===== config.mk =====
export PLATFORM = sky130hd
export DESIGN_NAME = xadc_temp_reader
export DESIGN_NICKNAME = d
export VERILOG_FILES = /design/src/rtl/xadc_pkg.sv /design/src/rtl/temp_classifier.sv /design/src/rtl/xadc_temp_reader.sv
export SDC_FILE = /design/constraint.sdc
export NUM_CORES = 1
export LEC_CHECK = 0
export CORE_MARGIN = 2
export CORE_UTILIZATION = 58
export CTS_BUF_LIST = sky130_fd_sc_hd__clkbuf_4 sky130_fd_sc_hd__clkbuf_8
export DETAILED_ROUTE_END_ITERATION = 8
export GPL_ROUTABILITY_DRIVEN = 0
export PLACE_DENSITY = 0.93
export SLEW_MARGIN = 20
export SYNTH_ARGS = -nofsm -noshare
export SYNTH_HDL_FRONTEND = slang
export SYNTH_SLANG_ARGS = --single-unit

===== constraint.sdc =====
create_clock -name CLK -period 5.3 [get_ports CLK]
set_input_delay 0.53 -clock CLK [delete_from_list [all_inputs] [get_ports CLK]]
set_output_delay 0.53 -clock CLK [all_outputs]
set_load 0.03 [all_outputs]

===== src/rtl/xadc_pkg.sv =====
// rtl/xadc_pkg.sv - shared XADC temperature path types, thresholds and class codes
package xadc_pkg;

  // Reader FSM encoding; 3 bits so stray codes fall into the default arm
  typedef enum logic [2:0] {
    S_IDLE    = 3'd0,
    S_REQ     = 3'd1,
    S_WAIT    = 3'd2,
    S_PUBLISH = 3'd3
  } state_t;

  // Station class codes, shared with the material system
  typedef enum logic [1:0] {
    CLASS_AMBIENT = 2'd0,
    CLASS_HOT     = 2'd1,
    CLASS_COLD    = 2'd2
  } class_t;

  // Temperature code thresholds, shared with the material system
  localparam logic [11:0] THRESH_COLD = 12'd1200;
  localparam logic [11:0] THRESH_HOT  = 12'd1900;

  // VAUX6 result register
  localparam logic [6:0] DEFAULT_CHANNEL_ADDR = 7'h16;

endpackage


===== src/rtl/temp_classifier.sv =====
// rtl/temp_classifier.sv - combinational station class of a 12-bit averaged temperature
module temp_classifier
  import xadc_pkg::*;
(
  input  logic [11:0] avg,
  output class_t      temp_class
);

  // Hot wins over cold; the thresholds never overlap so order is only for clarity
  always_comb begin
    temp_class = CLASS_AMBIENT;
    if (avg > THRESH_HOT) begin
      temp_class = CLASS_HOT;
    end else if (avg < THRESH_COLD) begin
      temp_class = CLASS_COLD;
    end
  end

endmodule


===== src/rtl/xadc_temp_reader.sv =====
// rtl/xadc_temp_reader.sv - XADC DRP temperature reader and averager; optional TEMP_CLASS_EN
module xadc_temp_reader
  import xadc_pkg::*;
#(
  parameter logic [6:0] CHANNEL_ADDR   = DEFAULT_CHANNEL_ADDR,
  parameter int         AVG_LOG2       = 3,
  parameter int         TIMEOUT_CYCLES = 255
) (
  input  logic        CLK,
  input  logic        resetN,
  input  logic        eoc,
  input  logic        drdy,
  input  logic [15:0] doIn,
  output logic        den,
  output logic        dwe,
  output logic [6:0]  daddr,
  output logic [11:0] digitalTemp,
  output logic        ready,
  output logic        timeoutErr
`ifdef TEMP_CLASS_EN
  ,
  output logic [1:0]  tempClass
`endif
);

  localparam int ACC_W = 12 + AVG_LOG2;
  localparam int CNT_W = AVG_LOG2 + 1;
  localparam logic [CNT_W-1:0] SAMPLES = CNT_W'(1 << AVG_LOG2);
  localparam logic [7:0] TIMEOUT_LOAD = 8'(TIMEOUT_CYCLES);

  state_t             state, state_next;
  logic               den_next;
  logic [ACC_W-1:0]   acc, acc_next;
  logic [CNT_W-1:0]   cnt, cnt_next, cnt_inc;
  logic [7:0]         timer, timer_next;
  logic [11:0]        temp_next;
  logic               ready_next;
  logic               terr_next;
  logic [11:0]        avg;
  logic               unused_dolow;

  // The DRP write port is never used; the address is fixed to one channel
  assign dwe   = 1'b0;
  assign daddr = CHANNEL_ADDR;

  // Low nibble of the DRP word carries no temperature information
  assign unused_dolow = &{1'b0, doIn[3:0]};

  assign cnt_inc = cnt + CNT_W'(1);
  assign avg     = 12'(acc >> AVG_LOG2);

`ifdef TEMP_CLASS_EN
  class_t     avg_class;
  logic [1:0] class_next;

  temp_classifier u_classifier (
    .avg        (avg),
    .temp_class (avg_class)
  );
`endif

  // Next-state and next-register values; every register holds by default
  always_comb begin
    state_next = state;
    den_next   = 1'b0;
    acc_next   = acc;
    cnt_next   = cnt;
    timer_next = timer;
    temp_next  = digitalTemp;
    ready_next = ready;
    terr_next  = timeoutErr;
`ifdef TEMP_CLASS_EN
    class_next = tempClass;
`endif
    case (state)
      S_IDLE: begin
        if (eoc) begin
          state_next = S_REQ;
          den_next   = 1'b1;
        end
      end
      S_REQ: begin
        timer_next = TIMEOUT_LOAD;
        state_next = S_WAIT;
      end
      S_WAIT: begin
        if (drdy) begin
          acc_next   = acc + ACC_W'(doIn[15:4]);
          cnt_next   = cnt_inc;
          state_next = (cnt_inc == SAMPLES) ? S_PUBLISH : S_IDLE;
        end else if (timer == 8'd0) begin
          // Partial accumulation survives a lost read
          terr_next  = 1'b1;
          state_next = S_IDLE;
        end else begin
          timer_next = timer - 8'd1;
        end
      end
      S_PUBLISH: begin
        temp_next  = avg;
        ready_next = 1'b1;
        acc_next   = '0;
        cnt_next   = '0;
`ifdef TEMP_CLASS_EN
        class_next = avg_class;
`endif
        state_next = S_IDLE;
      end
      default: begin
        state_next = S_IDLE;
      end
    endcase
  end

  // State and datapath registers; reset aborts any read in progress
  always_ff @(posedge CLK) begin
    if (!resetN) begin
      state       <= S_IDLE;
      den         <= 1'b0;
      acc         <= '0;
      cnt         <= '0;
      timer       <= 8'd0;
      digitalTemp <= 12'd0;
      ready       <= 1'b0;
      timeoutErr  <= 1'b0;
`ifdef TEMP_CLASS_EN
      tempClass   <= CLASS_AMBIENT;
`endif
    end else begin
      state       <= state_next;
      den         <= den_next;
      acc         <= acc_next;
      cnt         <= cnt_next;
      timer       <= timer_next;
      digitalTemp <= temp_next;
      ready       <= ready_next;
      timeoutErr  <= terr_next;
`ifdef TEMP_CLASS_EN
      tempClass   <= class_next;
`endif
    end
  end

endmodule


Yosys cells after proc, flatten, opt, wreduce, memory -nomap -nowiden
Index checks and enable logic that the tools add are counted.

Input port bits: 20. Latch bits: 0. RAM bits: 0. Output and inout port bits: 23. Register bits: 45. Logic and storage cells: 43. Memories: 0. ROM bits: 0.

Div/mod/pow operators: 0. Equality and inequality tests: 9. Add/sub/neg operators: 3. Mux-type cells: 13. Order comparisons: 0. Shift-type cells: 0. Bitwise logic cells: 1. $mul: 0. Reductions and logical operators: 9.

Operator list (count): $pmux 15 s2 (1); $mux 8 (2); $pmux 8 s2 (1); $add 15x12->15 (1); $mux 15 (1); $mux 3 (3); $pmux 3 s3 (1); $logic_not 8->1 (1); $ne 2x2->1 const B (4); $pmux 4 s2 (1); $sub 8x1->8 const B (1); $eq 3x2->1 const B (2); $reduce_and 2->1 (3); $reduce_and 3->1 (2); $add 4x1->4 const B (1); $eq 4x4->1 const B (1); $mux 4 (1); $reduce_bool 2->1 (2); $eq 3x1->1 const B (1); $logic_not 3->1 (1); $ne 3x3->1 const B (1); $mux 2 (1); $mux 1 (1); $not 1->1 (1).

Depth between registers and ports, before layout
Gate-level depths: netlist (run 1).

Word-level depth: 5. Gate-level depth with buffers: 8. Mapped depth without buffers: 8.

Worst setup path before layout (run 1)
No wires, ideal clock.

Kind: input port to flip-flop. Start: input port doIn[4]. End: register acc[12]. Data required time: 5.240 ns. Arrival time: 2.317 ns. Setup time: 0.060 ns. Stages on the path: 8. Buffers on the path: 0. Slack: 2.923 ns. Path through: ha_1 -> fa_1 -> a21o_1 -> a221oi_2 -> a21o_2 -> o21ai_2 -> a2111oi_2 -> a41o_1.

Cells in the longest elaborated chain, start to end: 3.

RTL lines: start, declared (RTL line xadc_temp_reader.sv:13) `input logic [15:0] doIn,`; $add 15x12->15 (RTL line xadc_temp_reader.sv:88) `acc_next = acc + ACC_W'(doIn[15:4]);`; $mux 15 (RTL line xadc_temp_reader.sv:87) `if (drdy) begin`; $pmux 15 s2 (RTL line xadc_temp_reader.sv:75) `case (state)`; end signal, assigned (RTL line xadc_temp_reader.sv:132) `acc <= acc_next;`; end, declared (RTL line xadc_temp_reader.sv:33) `logic [ACC_W-1:0] acc, acc_next;`.

Every way passes these cells. The select of a mux whose other input is x is not followed. A chain may end at the register's enable or synchronous reset.

Worst setup path after layout (run 1)
Ends and elaborated chain as after synthesis.

==> metrics.txt, run 1 <==
status complete, no violations; Slew @ Worst Pin 0.956 ns; Core Util, Final 0.693; chip height 68.3 um; WP buf/inv 1; HPWL Detailed 3490 um; # hold bufs at CTS 0; Max VDD drop 0.157 mV; CP endpoint kind flip-flop; CP delay by family, top compound AO/OA/AOI/OAI gates; Max Freq 366 MHz; CTS tree built; maxcap violations 0; Critical Path RT 5.54 ns; Hold WC Path Type reg -> reg; critical path, cell by cell clkdlybuf4s50_1 > ha_1 > fa_1 > a21o_1 > a221oi_2 > a21o_2 > o21ai_2 > a2111oi_2 > a41o_1; Pwr Density 242 nW/um^2; vias 2055; CP arrival 2.97 ns; Syn Inst Count 283; IO Pins 43; Yosys cell types 51; setup_tns 0 ns; vias in the first global route 1885; sequential element share of the synthesized area 0.368; post-CTS setup buffer count 0; Hold Fails Final Rpt 0; PortBufs 30; CTS H-Tree Depth 2; Static Leakage 1.09 nW; total wire length 5030 um; Most used DFF post-synth dfxtp_1; CP max stage cell fa_1; Syn Std Cell Area 2400 sq um; # resized after CTS 0; Final min period 2.73 ns; Inst Count DP 348; clock buffer depth 2; Worst path max stage delay 0.42 ns; fin crit share 0.515; Clk Latency, worst-skew pair 0.30 ns; nets@finish 342; Critical Setup Path Class in -> reg; Worst-path clk slew 0.07 ns; Root Buffer clkbuf_8; Setup Skew 0.00838 ns; drt via density 5.77; most frequent cells in the layout 44 x dfxtp_1, 43 x nand2_1, 40 x a21oi_1; Ant. Diodes 0; crit start category input pin; Slew headroom 0.361; setup violators final 0; yosys warns 0; register bit total from synthesis 44; ys async rst share 0; Initial Util 0.599; layout cells sized above 1 0.0719; unrepaired setup endpoints after global routing no; row count 23; DR iter-0 viols 123; Crit Path Max Fanout 3; global route overflow 0; Global Route Usage Sum 0.226; initial antenna violation count 0; final non-filler cell total 356; core area 4000 sq um; Final ANT Viol Nets 0; post-DR wirelength/cell 14.1 um; commonest non-fill, non-tap cell in the layout dfxtp_1; Initial DRT Pass Iterations 4; Area Overhead vs Synth 15.7%; largest net degree at the start of global routing 30; max-slew violation count 0; Inserted Clock Buffers 5; clk sink count 44; number of enable flip-flop cells after synthesis 0; Die Wd 68.3 um; drt drc 0; first-pass GRT wire length 7940 um; syn avg cell area 8.47 sq um; Die Area 4660 sq um
final timing paths:
check	from	to	slack, ns	depth (start not counted)
worst min register to register	digitalTemp[6]	digitalTemp[6]	0.46	2
worst max register to register	acc[0]	acc[12]	2.92	8
worst min-delay path	digitalTemp[6]	digitalTemp[6]	0.46	2
worst max-delay path	doIn[4]	acc[12]	2.57	9
registers in the layout, summed over array words and instances (netlist names):
name,count
timer,8
digitalTemp,12
cnt,4
acc,15
state,2
den,1
timeoutErr,1
ready,1
cells in the mapped netlist (all sizes together), types with 2 or more instances:
master | n | area [sq um]
dfxtp | 44 | 881
nand2 | 44 | 168
a21oi | 40 | 200
nand3 | 17 | 85.1
ha | 16 | 200
clkbuf | 12 | 45.0
nor2 | 11 | 41.3
buf | 10 | 70.1
a21o | 7 | 53.8
nand2b | 7 | 43.8
xnor2 | 7 | 61.3
a211oi | 6 | 45.0
inv | 6 | 22.5
xor2 | 6 | 52.6
nand4 | 5 | 31.3
nor3 | 5 | 25.0
o21ai | 4 | 23.8
mux2i | 3 | 30.0
and2 | 2 | 12.5
conb | 2 | 7.51
nand4b | 2 | 17.5
nor3b | 2 | 20.0
nor4b | 2 | 38.8
o21a | 2 | 22.5
o221ai | 2 | 17.5
final cells by class:
class,count,area [sq um]
tap,50,62.6
multi-input combinational,217,1400
timing repair buffer,31,308
fill,333,1230
inverter,6,22.5
clock buffer,8,97.6
sequential,44,881
routing by layer:
layer | vias up | track usage | wire, um
li1 | 1028 | - | -
met1 | 975 | 0.258 | 2230
met2 | 46 | 0.411 | 2540
met3 | 6 | 0.0609 | 212
met4 | 0 | 0.0600 | 46
met5 | - | 0 | 0
cells by family (layout without fill, tap and decap cells):
family | Yosys count | after routing | synth area share
simple gates | 105 | 105 | 0.228
compound gates | 71 | 71 | 0.192
flops | 44 | 44 | 0.368
buf+inv | 28 | 45 | 0.0574
fa+ha+maj | 17 | 17 | 0.0919
xor+xnor | 13 | 13 | 0.0475
mux | 3 | 3 | 0.0125
other cells | 2 | 8 | 0.00313
power by group:
group / internal, W / switching [W] / leakage (nW) / total [W]
Clock: 0.000117 / 0.000111 / 0.0523 / 0.000228
Combinational: 0.0000403 / 0.0000517 / 0.678 / 0.0000920
Sequential: 0.000340 / 0.0000111 / 0.357 / 0.000351
through the flow:
| step | setup WS (ns) | cell area (sq um) | hold WS [ns] | total power (W) |
|---|---|---|---|---|
| 6_report | 2.57 | 2770 | 0.457 | 0.000671 |
| 5_1_grt | 2.43 | 2770 | 0.478 | 0.000694 |
| 4_1_cts | 2.54 | 2770 | 0.462 | 0.000672 |
| 3_5_place_dp | 2.26 | 2670 | 0.449 | 0.000450 |
| 3_3_place_gp | 2.37 | 2670 | 0.443 | 0.000446 |
| 2_1_floorplan | 2.92 | 2420 | 0.440 | 0.000428 |
worst reg2reg max path, stage by stage, from the launching register on:
cell	delay [ns]
dfxtp_1	0.32
ha_1	0.21
fa_1	0.42
a21o_1	0.23
a221oi_2	0.35
a21o_2	0.21
o21ai_2	0.08
a2111oi_2	0.38
a41o_1	0.13
(Power assumes the default switching activity.)
==> run 2, diff against run 1 <==
Settings changed: CORE_UTILIZATION 58 to 49, PLACE_DENSITY 0.93 to 0.84.
Clock period 5.3 ns to 2.4 ns, I/O delays scaled along.
==> metrics.txt, run 2 (synthesis gave the netlist of run 1 again) <==
status complete, no violations; CTS tree built; core area 4720 sq um; Die Area 5460 sq um; Ant. Diodes 0; Root Buffer clkbuf_8; CP arrival 2.56 ns; Global Route Usage Sum 0.192; cell area after layout 2880 sq um; max FFs per register 15; global route overflow 0; max-slew violation count 0; crit start category input pin; Final min period 2.30 ns; Slew headroom 0.574; post-DR wirelength/cell 12.9 um; nets@finish 352; Die Wd 73.9 um; Slew @ Worst Pin 0.637 ns; HPWL Detailed 3600 um; setup violators final 0; vias in the first global route 1887; post-CTS setup buffer count 0; Setup Skew 0.00874 ns; Critical Setup Path Class in -> reg; layout cells sized above 1 0.101; Clk Latency, worst-skew pair 0.31 ns; drt via density 5.37; most frequent cells in the layout 44 x dfxtp_1, 43 x nand2_1, 40 x a21oi_1; chip height 73.9 um; initial antenna violation count 0; maxcap violations 0; Hold WC Path Type reg -> reg; CTS H-Tree Depth 2; fin crit share 0.959; Hold Fails Final Rpt 0; DR iter-0 viols 110; IO Pins 43; Final ANT Viol Nets 0; Worst-path clk slew 0.09 ns; Inserted Clock Buffers 5; Max Freq 434 MHz; commonest non-fill, non-tap cell in the layout dfxtp_1; Initial DRT Pass Iterations 4; unrepaired setup endpoints after global routing no; row count 25; Max VDD drop 0.240 mV; filler instances 418; drt drc 0; largest net degree at the start of global routing 31; CP endpoint kind flip-flop; Area Overhead vs Synth 20.2%; Top Registers acc x15, digitalTemp x12, timer x8; total wire length 4950 um; Critical Path RT 2.65 ns; # hold bufs at CTS 0; Pwr Density 519 nW/um^2; clock buffer depth 2; Fin Hold WS 0.463 ns; PortBufs 30; clk sink count 44; # resized after CTS 0; area of placed instances 2770 sq um; Crit Path Max Fanout 3; Top reg by flops acc; first-pass GRT wire length 8180 um; Static Leakage 1.13 nW; vias 2057; Initial Util 0.507
[run 2: cell type report]
type,count,area [sq um],share of cell area
multi-input combinational,217,1410,0.490
sequential,44,881,0.306
tap,67,83.8,0.0291
clock buffer,6,82.6,0.0287
clock inverter,2,15.0,0.00522
inverter,6,22.5,0.00782
timing repair buffer,41,383,0.133
[run 2: worst paths after layout]
check	from	to	slack [ns]	cells after the start
worst min register to register	digitalTemp[1]	digitalTemp[1]	0.46	2
worst max-delay path	doIn[4]	acc[12]	0.1	9
worst min-delay path	digitalTemp[1]	digitalTemp[1]	0.46	2
worst max register to register	acc[0]	acc[12]	0.14	8
[run 2: critical path, stage by stage]
cell	delay [ns]
clkdlybuf4s50_1	0.40
ha_1	0.22
fa_1	0.38
a21o_1	0.23
a221oi_4	0.29
a21o_2	0.20
o21ai_2	0.06
a2111oi_2	0.39
a41o_1	0.14
[run 2: per-layer routing]
layer | vias up | wire length [um] | global-route usage
li1 | 1045 | - | -
met1 | 965 | 2290 | 0.244
met2 | 40 | 2410 | 0.329
met3 | 7 | 171 | 0.0288
met4 | 0 | 85 | 0.0727
met5 | - | 0 | 0
[run 2: report_power, final]
group	internal, W	switching, W	total [W]
Sequential	0.000751	0.0000244	0.000776
Clock	0.000233	0.000270	0.000503
Combinational	0.0000973	0.000117	0.000215
Total	0.00108	0.000412	0.00149
[run 2: stage by stage]
stage,setup WS [ns],power (W),setup TNS [ns],util,instances
floorplan,0.271,0.000945,0,-,289
global placement,-0.184,0.000996,-0.318,0.586,375
detailed placement,-0.276,0.00100,-0.494,0.586,375
CTS,0.0601,0.00150,0,0.607,383
global route,0.000389,0.00155,0,0.610,383
finish,0.0979,0.00149,0,0.610,383
